--- config.mk ---
export PLATFORM = sky130hd
export DESIGN_NAME = lcd_line_composer
export DESIGN_NICKNAME = d
export VERILOG_FILES = /design/src/rtl/lcd_line_composer.sv
export SDC_FILE = /design/constraint.sdc
export NUM_CORES = 1
export LEC_CHECK = 0
export BUFFER_PORTS_ARGS = -buffer_cell sky130_fd_sc_hd__buf_2
export CAP_MARGIN = 20
export CORE_AREA = 4 4 136 138
export CTS_CLUSTER_SIZE = 28
export DETAILED_ROUTE_END_ITERATION = 16
export DIE_AREA = 0 0 140 142
export PLACE_DENSITY = 0.78
export SLEW_MARGIN = 20
export SYNTH_ARGS = -nofsm -noshare
export SYNTH_HDL_FRONTEND = slang
export SYNTH_SLANG_ARGS = --single-unit
--- constraint.sdc ---
create_clock -name mclk -period 3.1 [get_ports mclk]
set_clock_uncertainty 0.15 [all_clocks]
set_input_delay 0.155 -clock mclk [delete_from_list [all_inputs] [get_ports mclk]]
set_output_delay 0.155 -clock mclk [all_outputs]
set_load 0.05 [all_outputs]
--- src/rtl/lcd_line_composer.sv ---
// Two-line, 16-column LCD text composer for clock/alarm/timer status.
// Inputs are snapshotted periodically; both lines are rebuilt from the snapshot one cycle later.
module lcd_line_composer #(
    parameter int MFREQ_KHZ = 1,
    parameter int SNAP_MS   = 100,
    parameter int BLINK_MS  = 500
) (
    input  logic         mclk,
    input  logic         rst_n,
    input  logic [7:0]   hr_bcd,
    input  logic [7:0]   min_bcd,
    input  logic [7:0]   sec_bcd,
    input  logic [7:0]   alarm_hr,
    input  logic [7:0]   alarm_min,
    input  logic         alarm_en,
    input  logic [7:0]   timer_min,
    input  logic [7:0]   timer_sec,
    input  logic         timer_run,
    input  logic [1:0]   mode,
    input  logic [1:0]   edit_field,
    output logic [127:0] LineA,
    output logic [127:0] LineB,
    output logic         frame_upd,
    output logic         bcd_err
);

    localparam int MS_W    = (MFREQ_KHZ > 1) ? $clog2(MFREQ_KHZ) : 1;
    localparam int SNAP_W  = (SNAP_MS > 1)   ? $clog2(SNAP_MS)   : 1;
    localparam int BLINK_W = (BLINK_MS > 1)  ? $clog2(BLINK_MS)  : 1;
    localparam logic [MS_W-1:0]    MS_LAST    = MS_W'(MFREQ_KHZ - 1);
    localparam logic [SNAP_W-1:0]  SNAP_LAST  = SNAP_W'(SNAP_MS - 1);
    localparam logic [BLINK_W-1:0] BLINK_LAST = BLINK_W'(BLINK_MS - 1);

    localparam logic [1:0] MODE_ALARM = 2'd1;
    localparam logic [1:0] MODE_TIMER = 2'd2;

    logic [MS_W-1:0]    ms_cnt_q;
    logic [SNAP_W-1:0]  snap_cnt_q;
    logic [BLINK_W-1:0] blink_cnt_q;
    logic               blink_phase_q;
    logic               compose_q;

    logic [7:0] sh_hr_q, sh_min_q, sh_sec_q, sh_ahr_q, sh_amin_q, sh_tmin_q, sh_tsec_q;
    logic       sh_aen_q, sh_trun_q;
    logic [1:0] sh_mode_q, sh_field_q;

    logic [127:0] line_a_q, line_b_q, line_a_d, line_b_d;
    logic         frame_upd_q, bcd_err_q, bcd_err_d;

    logic ms_tick, snap_wrap, blink_wrap, snap_ev;
    logic [7:0] a_col [16];
    logic [7:0] b_col [16];

    assign ms_tick    = (ms_cnt_q == MS_LAST);
    assign snap_wrap  = ms_tick && (snap_cnt_q == SNAP_LAST);
    assign blink_wrap = ms_tick && (blink_cnt_q == BLINK_LAST);
    assign snap_ev    = snap_wrap || blink_wrap;

    function automatic logic [7:0] dig(input logic [3:0] n);
        return (n > 4'd9) ? 8'h3F : {4'h3, n};
    endfunction

    function automatic logic bad(input logic [7:0] b);
        return (b[7:4] > 4'd9) || (b[3:0] > 4'd9);
    endfunction

    always_comb begin
        for (int i = 0; i < 16; i++) begin
            a_col[i] = 8'h20;
            b_col[i] = 8'h20;
        end
        bcd_err_d = bad(sh_ahr_q) || bad(sh_amin_q);
        case (sh_mode_q)
            MODE_ALARM: begin
                a_col[0] = "A"; a_col[1] = "L"; a_col[2] = "R"; a_col[3] = "M";
                a_col[6] = dig(sh_ahr_q[7:4]);  a_col[7]  = dig(sh_ahr_q[3:0]);
                a_col[8] = ":";
                a_col[9] = dig(sh_amin_q[7:4]); a_col[10] = dig(sh_amin_q[3:0]);
            end
            MODE_TIMER: begin
                a_col[0] = "T"; a_col[1] = "I"; a_col[2] = "M"; a_col[3] = "R";
                a_col[9]  = dig(sh_tmin_q[7:4]); a_col[10] = dig(sh_tmin_q[3:0]);
                a_col[11] = ":";
                a_col[12] = dig(sh_tsec_q[7:4]); a_col[13] = dig(sh_tsec_q[3:0]);
                a_col[15] = sh_trun_q ? 8'h01 : 8'h20;
                bcd_err_d = bcd_err_d || bad(sh_tmin_q) || bad(sh_tsec_q);
            end
            default: begin
                a_col[0] = "T"; a_col[1] = "I"; a_col[2] = "M"; a_col[3] = "E";
                a_col[6]  = dig(sh_hr_q[7:4]);  a_col[7]  = dig(sh_hr_q[3:0]);
                a_col[8]  = ":";
                a_col[9]  = dig(sh_min_q[7:4]); a_col[10] = dig(sh_min_q[3:0]);
                a_col[11] = ":";
                a_col[12] = dig(sh_sec_q[7:4]); a_col[13] = dig(sh_sec_q[3:0]);
                a_col[15] = sh_aen_q ? 8'h00 : 8'h20;
                bcd_err_d = bcd_err_d || bad(sh_hr_q) || bad(sh_min_q) || bad(sh_sec_q);
            end
        endcase
        // Blanking only overwrites with spaces, so fields absent in a mode stay untouched.
        if (blink_phase_q) begin
            case (sh_field_q)
                2'd1:    begin a_col[6]  = 8'h20; a_col[7]  = 8'h20; end
                2'd2:    begin a_col[9]  = 8'h20; a_col[10] = 8'h20; end
                2'd3:    begin a_col[12] = 8'h20; a_col[13] = 8'h20; end
                default: ;
            endcase
        end
        b_col[0] = "A"; b_col[1] = "L"; b_col[2] = "A"; b_col[3] = "R"; b_col[4] = "M";
        b_col[6]  = dig(sh_ahr_q[7:4]);  b_col[7]  = dig(sh_ahr_q[3:0]);
        b_col[8]  = ":";
        b_col[9]  = dig(sh_amin_q[7:4]); b_col[10] = dig(sh_amin_q[3:0]);
        b_col[12] = sh_aen_q ? 8'h20 : "O";
        b_col[13] = sh_aen_q ? "O"   : "F";
        b_col[14] = sh_aen_q ? "N"   : "F";
    end

    generate
        for (genvar gi = 0; gi < 16; gi++) begin : g_pack
            assign line_a_d[8*gi +: 8] = a_col[gi];
            assign line_b_d[8*gi +: 8] = b_col[gi];
        end
    endgenerate

    always_ff @(posedge mclk) begin
        if (!rst_n) begin
            ms_cnt_q      <= '0;
            snap_cnt_q    <= '0;
            blink_cnt_q   <= '0;
            blink_phase_q <= 1'b0;
            compose_q     <= 1'b0;
            sh_hr_q <= '0; sh_min_q <= '0; sh_sec_q <= '0;
            sh_ahr_q <= '0; sh_amin_q <= '0; sh_aen_q <= 1'b0;
            sh_tmin_q <= '0; sh_tsec_q <= '0; sh_trun_q <= 1'b0;
            sh_mode_q <= '0; sh_field_q <= '0;
            line_a_q    <= {16{8'h20}};
            line_b_q    <= {16{8'h20}};
            frame_upd_q <= 1'b0;
            bcd_err_q   <= 1'b0;
        end else begin
            ms_cnt_q <= ms_tick ? '0 : ms_cnt_q + 1'b1;
            if (ms_tick) begin
                snap_cnt_q  <= snap_wrap  ? '0 : snap_cnt_q + 1'b1;
                blink_cnt_q <= blink_wrap ? '0 : blink_cnt_q + 1'b1;
            end
            if (blink_wrap) begin
                blink_phase_q <= ~blink_phase_q;
            end
            if (snap_ev) begin
                sh_hr_q <= hr_bcd; sh_min_q <= min_bcd; sh_sec_q <= sec_bcd;
                sh_ahr_q <= alarm_hr; sh_amin_q <= alarm_min; sh_aen_q <= alarm_en;
                sh_tmin_q <= timer_min; sh_tsec_q <= timer_sec; sh_trun_q <= timer_run;
                sh_mode_q <= mode; sh_field_q <= edit_field;
            end
            compose_q   <= snap_ev;
            frame_upd_q <= 1'b0;
            if (compose_q) begin
                line_a_q    <= line_a_d;
                line_b_q    <= line_b_d;
                frame_upd_q <= (line_a_d != line_a_q) || (line_b_d != line_b_q);
                bcd_err_q   <= bcd_err_d;
            end
        end
    end

    assign LineA     = line_a_q;
    assign LineB     = line_b_q;
    assign frame_upd = frame_upd_q;
    assign bcd_err   = bcd_err_q;

endmodule

==> impl_metrics.csv, run 1 <==
group,metric,value,unit
layout,final_nets,1235,
synth,yosysTopAreaCell,"dfxtp_1",
global_route,grt_start_max_net_pins,71,
floorplanning,dieArea,19880,µm²
run,cap_violations,0,
worst_setup_path,critPathKind,"flip-flop to flip-flop",
worst_setup_path,cpPeakStageDelay,0.55,ns
synth,async_flop_share,0,%
clock_network,cts_tree,"yes",
timing,fin_crit,2.969,ns
global_route,grt_overflow,0,
synth,ys_seq_area_share,33.49,%
global_route,first_global_vias,6287,
routing,dr.pass1.iters,5,
synth,ys_top_cells_by_area,"dfxtp_1, buf_4, nand2_1, a21boi_0, mux2i_1",
worst_setup_path,slowest_stage,"or4_1",
synth,synth.most_common_cell,"buf_4",
timing,fin_crit_sh,95.77,%
global_route,grt_antenna_before_repair,0,
floorplanning,num_rows,48,
power,pwr_density_cell,456.3,nW/µm²
routing,viasPerCell,4.885,
synth,synth_cells,999,
timing,setup_viol,0,
synth,synth_flop_cell,"dfxtp_1",
placement,io_buffers,186,
layout,areaGrowthSynthToFinish,17.90,%
worst_setup_path,cp_max_fo,3,
routing,wl,22290,µm
worst_setup_path,critPathLaunchType,"flip-flop",
floorplanning,core_area,17180,µm²
power,p_leak,4.208,nW
synth,synth-seq-cells,137,
placement,dp.cells,1307,
clock_network,insertion_delay,0.42,ns
synth,synth_commonest_cells,"buf_4, nand2_1, dfxtp_1, a21boi_0, clkbuf_1",
synth,synth_top_area_share,33.49,%
layout,drive_gt1_share,20.78,%
layout,antenna_cells,0,
worst_setup_path,path_buf_inv,1,
timing,relSlewSlack,61.39,%
placement,hpwl,16340,µm
power,p_total,4.406,mW
clock_network,htreeDepth,4,
synth,synth-edff-count,0,
worst_setup_path,crit_chain,"inv_1, ha_1, nor2b_2, a2111oi_4, nand4_1, or4_1, or3_4, nor4_2, a31oi_1",
clock_network,cts_buffers,17,
synth,ys_warn_count,0,
synth,yosysUniqueCellTypes,52,
clock_network,clock-root-buffer,"clkbuf_16",
floorplanning,ioPinCount,322,
status,status,"completed",
routing,ant_nets,0,
worst_setup_path,cp-end-kind,"flip-flop",
worst_setup_path,crit_arrival,3.12,ns
timing,hold_viol_final,0,
timing,fmax,336.8,MHz
min_path,holdCritPathClass,"primary input to flip-flop",
routing,routedWlPerCell,15.87,µm
global_route,track_usage,21.12,%
routing,drt_iter0_drc,485,
floorplanning,die_h,142,µm
timing,final_max_slew_viol_count,0,
clock_network,clkTransAtPathRegs,0.06,ns
clock_network,clockBufferDepth,2,
worst_setup_path,path_delay_family,"simple AND/OR/NAND/NOR gates",
floorplanning,die_x,140,µm
synth,syn_area_per_cell,8.199,µm²
synth,syn-cell-area,8190,µm²
routing,vias,6858,
floorplanning,initial_utilization,47.68,%
placement,place_congestion,0.9282,
clock_network,clkSinkCount,137,
layout,fin_cells,1404,
worst_setup_path,crit_required,3.25,ns
routing,route.detailed.drc,0,
timing,tightest_slew,0.5791,ns
power,peakVddDrop,0.4595,mV
global_route,grt_pass1_wl,33260,µm
flip-flops by register name, indices dropped and copies added (netlist names), 2 cells and up:
name,count
sh_tsec_q,8
snap_cnt_q,7
sh_sec_q,8
sh_mode_q,2
sh_ahr_q,8
sh_min_q,8
blink_cnt_q,9
LineA,35
sh_tmin_q,8
sh_amin_q,8
LineB,19
sh_field_q,2
sh_hr_q,8
what timing repair did:
| item | 4_1_cts | 5_1_grt |
|---|---|---|
| resized for setup | 0 | 8 |
| setup endpoints to repair | 0 | 1 |
| hold endpoints to repair | 62 | 0 |
| hold buffers | 62 | 0 |
| buffers inserted | 0 | 3 |
cell type report:
cell class / count / area (µm²)
clock buffers: 24 / 471.7
clock inverters: 8 / 142.6
inverters: 14 / 56.30
fillers: 1533 / 7520
multi-input cells: 729 / 4210
repair buffers: 267 / 1748
well taps: 225 / 281.5
flip-flops and latches: 137 / 2746
path summary, 6_finish.rpt:
path	startpoint	cells after the start	slack [ns]	end
worst max register to register	sh_mode_q[0]	9	0.13	frame_upd
worst min-delay path	rst_n	3	0.04	frame_upd
worst min register to register	sh_sec_q[4]	2	0.32	sh_sec_q[4]
worst max-delay path	sh_mode_q[0]	9	0.13	frame_upd
metal layers:
metal | GRT usage [%] | vias to the layer above | part of all wire [%] | wire length [µm]
li1 | - | 3350 | - | -
met1 | 25.86 | 3149 | 41 | 9141
met2 | 36.39 | 306 | 49 | 10900
met3 | 4.368 | 53 | 6.9 | 1535
met4 | 8.669 | 0 | 3.2 | 711
met5 | 0 | - | 0 | 0
placed cells by master (no fill, tap or decap), drive strengths merged, types with 11 or more instances in the layout:
| cell | count |
|---|---|
| o21ai | 23 |
| xnor2 | 28 |
| mux2i | 32 |
| nor2 | 26 |
| a21oi | 31 |
| nor2b | 33 |
| dfxtp | 137 |
| inv | 13 |
| o211a | 11 |
| conb | 136 |
| a21boi | 71 |
| nand2 | 162 |
| nand2b | 20 |
| clkbuf | 24 |
| xor2 | 21 |
| buf | 205 |
| nor3 | 12 |
| nand3 | 17 |
| dlygate4sd3 | 62 |
power by group:
part,leakage (nW),switching (mW),internal (mW)
clock network,0.298,0.734,1.38
registers,1.11,0.00565,1.77
logic,2.80,0.412,0.104
metrics by stage:
step                utilization, %    TNS, ns  setup slack [ns]  hold slack [ns]  area (µm²)
global route                 56.22  -0.006000         -0.006000          0.05365        9657
finish                       56.22          0            0.1312          0.04214        9657
global placement             48.73          0            0.1461           0.2601        8369
detailed placement           48.73          0           0.04520           0.2619        8369
CTS                          55.91          0           0.03874          0.01878        9604
floorplan                        -          0            0.2954           0.1524        8695
worst register-to-register path: cells and delay by family (launching register included):
| kind | cells | cell delay [ns] |
|---|---|---|
| AND/OR/NAND/NOR | 5 | 1.53 |
| AO/OA/AOI/OAI | 2 | 0.45 |
| flip-flops | 1 | 0.33 |
| buffers and inverters | 1 | 0.06 |
| adder cells (fa/ha/maj) | 1 | 0.32 |
kinds of logic (layout without fill, tap and decap cells):
logic type | count (synthesis) | count (layout) | share of synthesized area [%]
AOI/OAI and AO/OA | 192 | 192 | 16.64
xor gates and xnor gates | 49 | 49 | 5.240
adders and majority gates | 5 | 5 | 0.7638
buffers and inverters | 267 | 313 | 21.60
DFF | 137 | 137 | 33.49
muxes | 32 | 32 | 3.911
other | 2 | 136 | 0.09169
and+or+nand+nor | 315 | 315 | 18.27
(Power assumes the default switching activity.)
==> run 2: changes to the inputs <==
--- a/config.mk
+++ b/config.mk
@@ -8,8 +8,8 @@
 export BUFFER_PORTS_ARGS = -buffer_cell sky130_fd_sc_hd__buf_2
 export CAP_MARGIN = 20
-export CORE_AREA = 4 4 136 138
+export CORE_AREA = 2 2 134 136
 export CTS_CLUSTER_SIZE = 28
 export DETAILED_ROUTE_END_ITERATION = 16
-export DIE_AREA = 0 0 140 142
+export DIE_AREA = 0 0 136 138
 export PLACE_DENSITY = 0.78
 export SLEW_MARGIN = 20
==> constraint.sdc (replaced) <==
create_clock -name mclk -period 3.1 [get_ports mclk]
set_clock_uncertainty 0.15 [all_clocks]
set_input_delay 0.62 -clock mclk [delete_from_list [all_inputs] [get_ports mclk]]
set_output_delay 0.62 -clock mclk [all_outputs]
set_load 0.05 [all_outputs]
==> run 2 against run 1 <==
Die area down 5.6%; cell area down 6.9%; register-to-register slack worse by 0.05 ns; clock power about the same; flip-flop and latch count unchanged; worst hold slack better by 0.25 ns; core utilization down 5.0 points; sequential power about the same; clock-buffer cell count down 1; final cell count down 4.3%; critical endpoint unchanged; largest cell class unchanged; highest routed layer unchanged.
==> impl_metrics.csv, run 2 (synthesis gave the netlist of run 1 again) <==
group,metric,value,unit
status,status,"completed",
global_route,grt_start_max_net_pins,63,
worst_setup_path,cp-end-kind,"flip-flop",
routing,route.detailed.drc,0,
worst_setup_path,r2r_cells,10,
floorplanning,num_rows,49,
timing,fin_crit_sh,97.22,%
routing,routedWlPerCell,15.28,µm
timing,tightest_slew,0.6352,ns
power,peakVddDrop,0.4358,mV
worst_setup_path,r2r_start,"sh_mode_q[0]",
min_path,holdPathEnd,"sh_amin_q[6]",
routing,ant_nets,0,
timing,fmax,331.8,MHz
routing,wl,20540,µm
worst_setup_path,cp_max_fo,23,
clock_network,cts_tree,"yes",
floorplanning,die_x,136,µm
power,p_total,4.334,mW
power,p_switching,1.134,mW
worst_setup_path,critPathLaunchType,"flip-flop",
placement,place_congestion,0.8989,
power,p_sw_share,26.16,%
clock_network,clkTransAtPathRegs,0.06,ns
global_route,first_global_vias,5849,
min_path,holdCritStartpoint,"alarm_min[6]",
floorplanning,core_area,17530,µm²
clock_network,clock-root-buffer,"clkbuf_16",
layout,mostFrequentLayoutCell,"buf_2",
layout,final_nets,1172,
layout,layout_common_cells,"buf_2, nand2_1, conb_1",
worst_setup_path,reg2reg_to,"frame_upd",
layout,areaGrowthSynthToFinish,9.716,%
power,p_clk_share,48.8,%
layout,largest_reg_flops,35,
clock_network,cts_buffers,17,
global_route,grt_antenna_before_repair,0,
worst_setup_path,critPathKind,"flip-flop to flip-flop",
power,pwr_density_cell,482.3,nW/µm²
worst_setup_path,crit_arrival,3.16,ns
timing,hold_viol_final,0,
power,p_leak,3.928,nW
floorplanning,initial_utilization,46.71,%
clock_network,clkSinkCount,137,
routing,dr.pass1.iters,5,
timing,fin_crit,3.014,ns
floorplanning,die_h,138,µm
routing,viasPerCell,4.939,
clock_network,clockBufferDepth,2,
placement,hpwl,15360,µm
placement,io_buffers,186,
run,cap_violations,0,
layout,drive_gt1_share,21.70,%
min_path,holdCritPathClass,"primary input to flip-flop",
routing,drt_iter0_drc,406,
layout,fillers,1664,
power,power.internal,3.200,mW
worst_setup_path,r2r_setup_slack,0.09,ns
global_route,track_usage,21.29,%
timing,setup_tns,0,ns
power,pwr-share-comb,10.4,%
clock_network,htreeDepth,4,
timing,setup_viol,0,
floorplanning,dieArea,18770,µm²
timing,relSlewSlack,57.65,%
worst_setup_path,crit_start,"sh_mode_q[0]",
routing,vias,6638,
timing,final_max_slew_viol_count,0,
power,pwr-share-seq,40.9,%
layout,antenna_cells,0,
clock_network,insertion_delay,0.42,ns
global_route,grt_pass1_wl,31190,µm
global_route,grt_overflow,0,
timing,whs,0.2961,ns
worst_setup_path,crit_required,3.25,ns
floorplanning,ioPinCount,322,
min_path,worstHoldPathCells,3,
==> run 2: cell count changes in the layout (fill, tap and decap cells not counted), sizes merged <==
cell	before	now
dlygate4sd3	62	0
clkinv	3	4
clkbuf	24	23
clkinvlp	2	1
buf	205	204
==> run 2: power by group through the flow <==
stage	Clock (mW)	Sequential, mW	Combinational, mW
after floorplan	0	1.81	0.532
after global routing	2.21	1.77	0.471
after CTS	2.13	1.77	0.445
final	2.11	1.77	0.449
after global placement	0	1.81	0.443
after detailed placement	0	1.81	0.444
==> run 2: critical path, cell delays in order, from the launching register on <==
cell,delay (ns)
dfxtp_1,0.36
inv_1,0.07
ha_1,0.31
buf_4,0.24
clkinvlp_4,0.17
a211oi_2,0.07
a211o_1,0.30
or4_1,0.41
or3_1,0.40
nor4_2,0.31
a31oi_1,0.11
==> run 2: worst max-delay path by stage <==
stage / slack [ns] / endpoint / depth (start not counted)
floorplan: 0.30 / frame_upd / 9
global placement: 0.13 / frame_upd / 10
detailed placement: 0.12 / frame_upd / 10
CTS: 0.1 / frame_upd / 10
global route: -0.06 / frame_upd / 10
finish: 0.09 / frame_upd / 10
==> run 2: cell type report <==
type | instances | area [µm²] | area share [%]
Inverter | 14 | 56.30 | 0.6266
Sequential cell | 137 | 2745 | 30.55
Timing Repair Buffer | 204 | 1079 | 12.00
Tap cell | 229 | 286.5 | 3.189
Multi-Input combinational cell | 729 | 4208 | 46.83
Clock buffer | 23 | 467.9 | 5.207
Clock inverter | 8 | 143.9 | 1.601
==> run 2: layer usage <==
layer	wire length, µm	global-route usage (%)	vias to the layer above
met5	0	0	-
met4	681	8.936	0
met3	1462	4.657	44
met2	10000	35.92	296
met1	8386	26.03	3062
li1	-	-	3236
==> run 2: per-stage QoR <==
step | std cells | instance area, µm² | setup slack, ns | utilization [%]
3_3_place_gp | 1312 | 8344 | 0.1264 | 47.59
2_1_floorplan | 1133 | 8695 | 0.2954 | -
4_1_cts | 1343 | 8956 | 0.09656 | 51.08
3_5_place_dp | 1312 | 8344 | 0.1193 | 47.59
5_1_grt | 1344 | 8986 | -0.05869 | 51.25
6_report | 1344 | 8986 | 0.08608 | 51.25
==> run 2: repair_timing <==
action | in CTS | in global routing
endpoints found under the setup margin | 0 | 1
hold buffers | 0 | 0
buffers inserted | 0 | 1
endpoints found under the hold margin | 0 | 0
gates resized for setup | 0 | 5
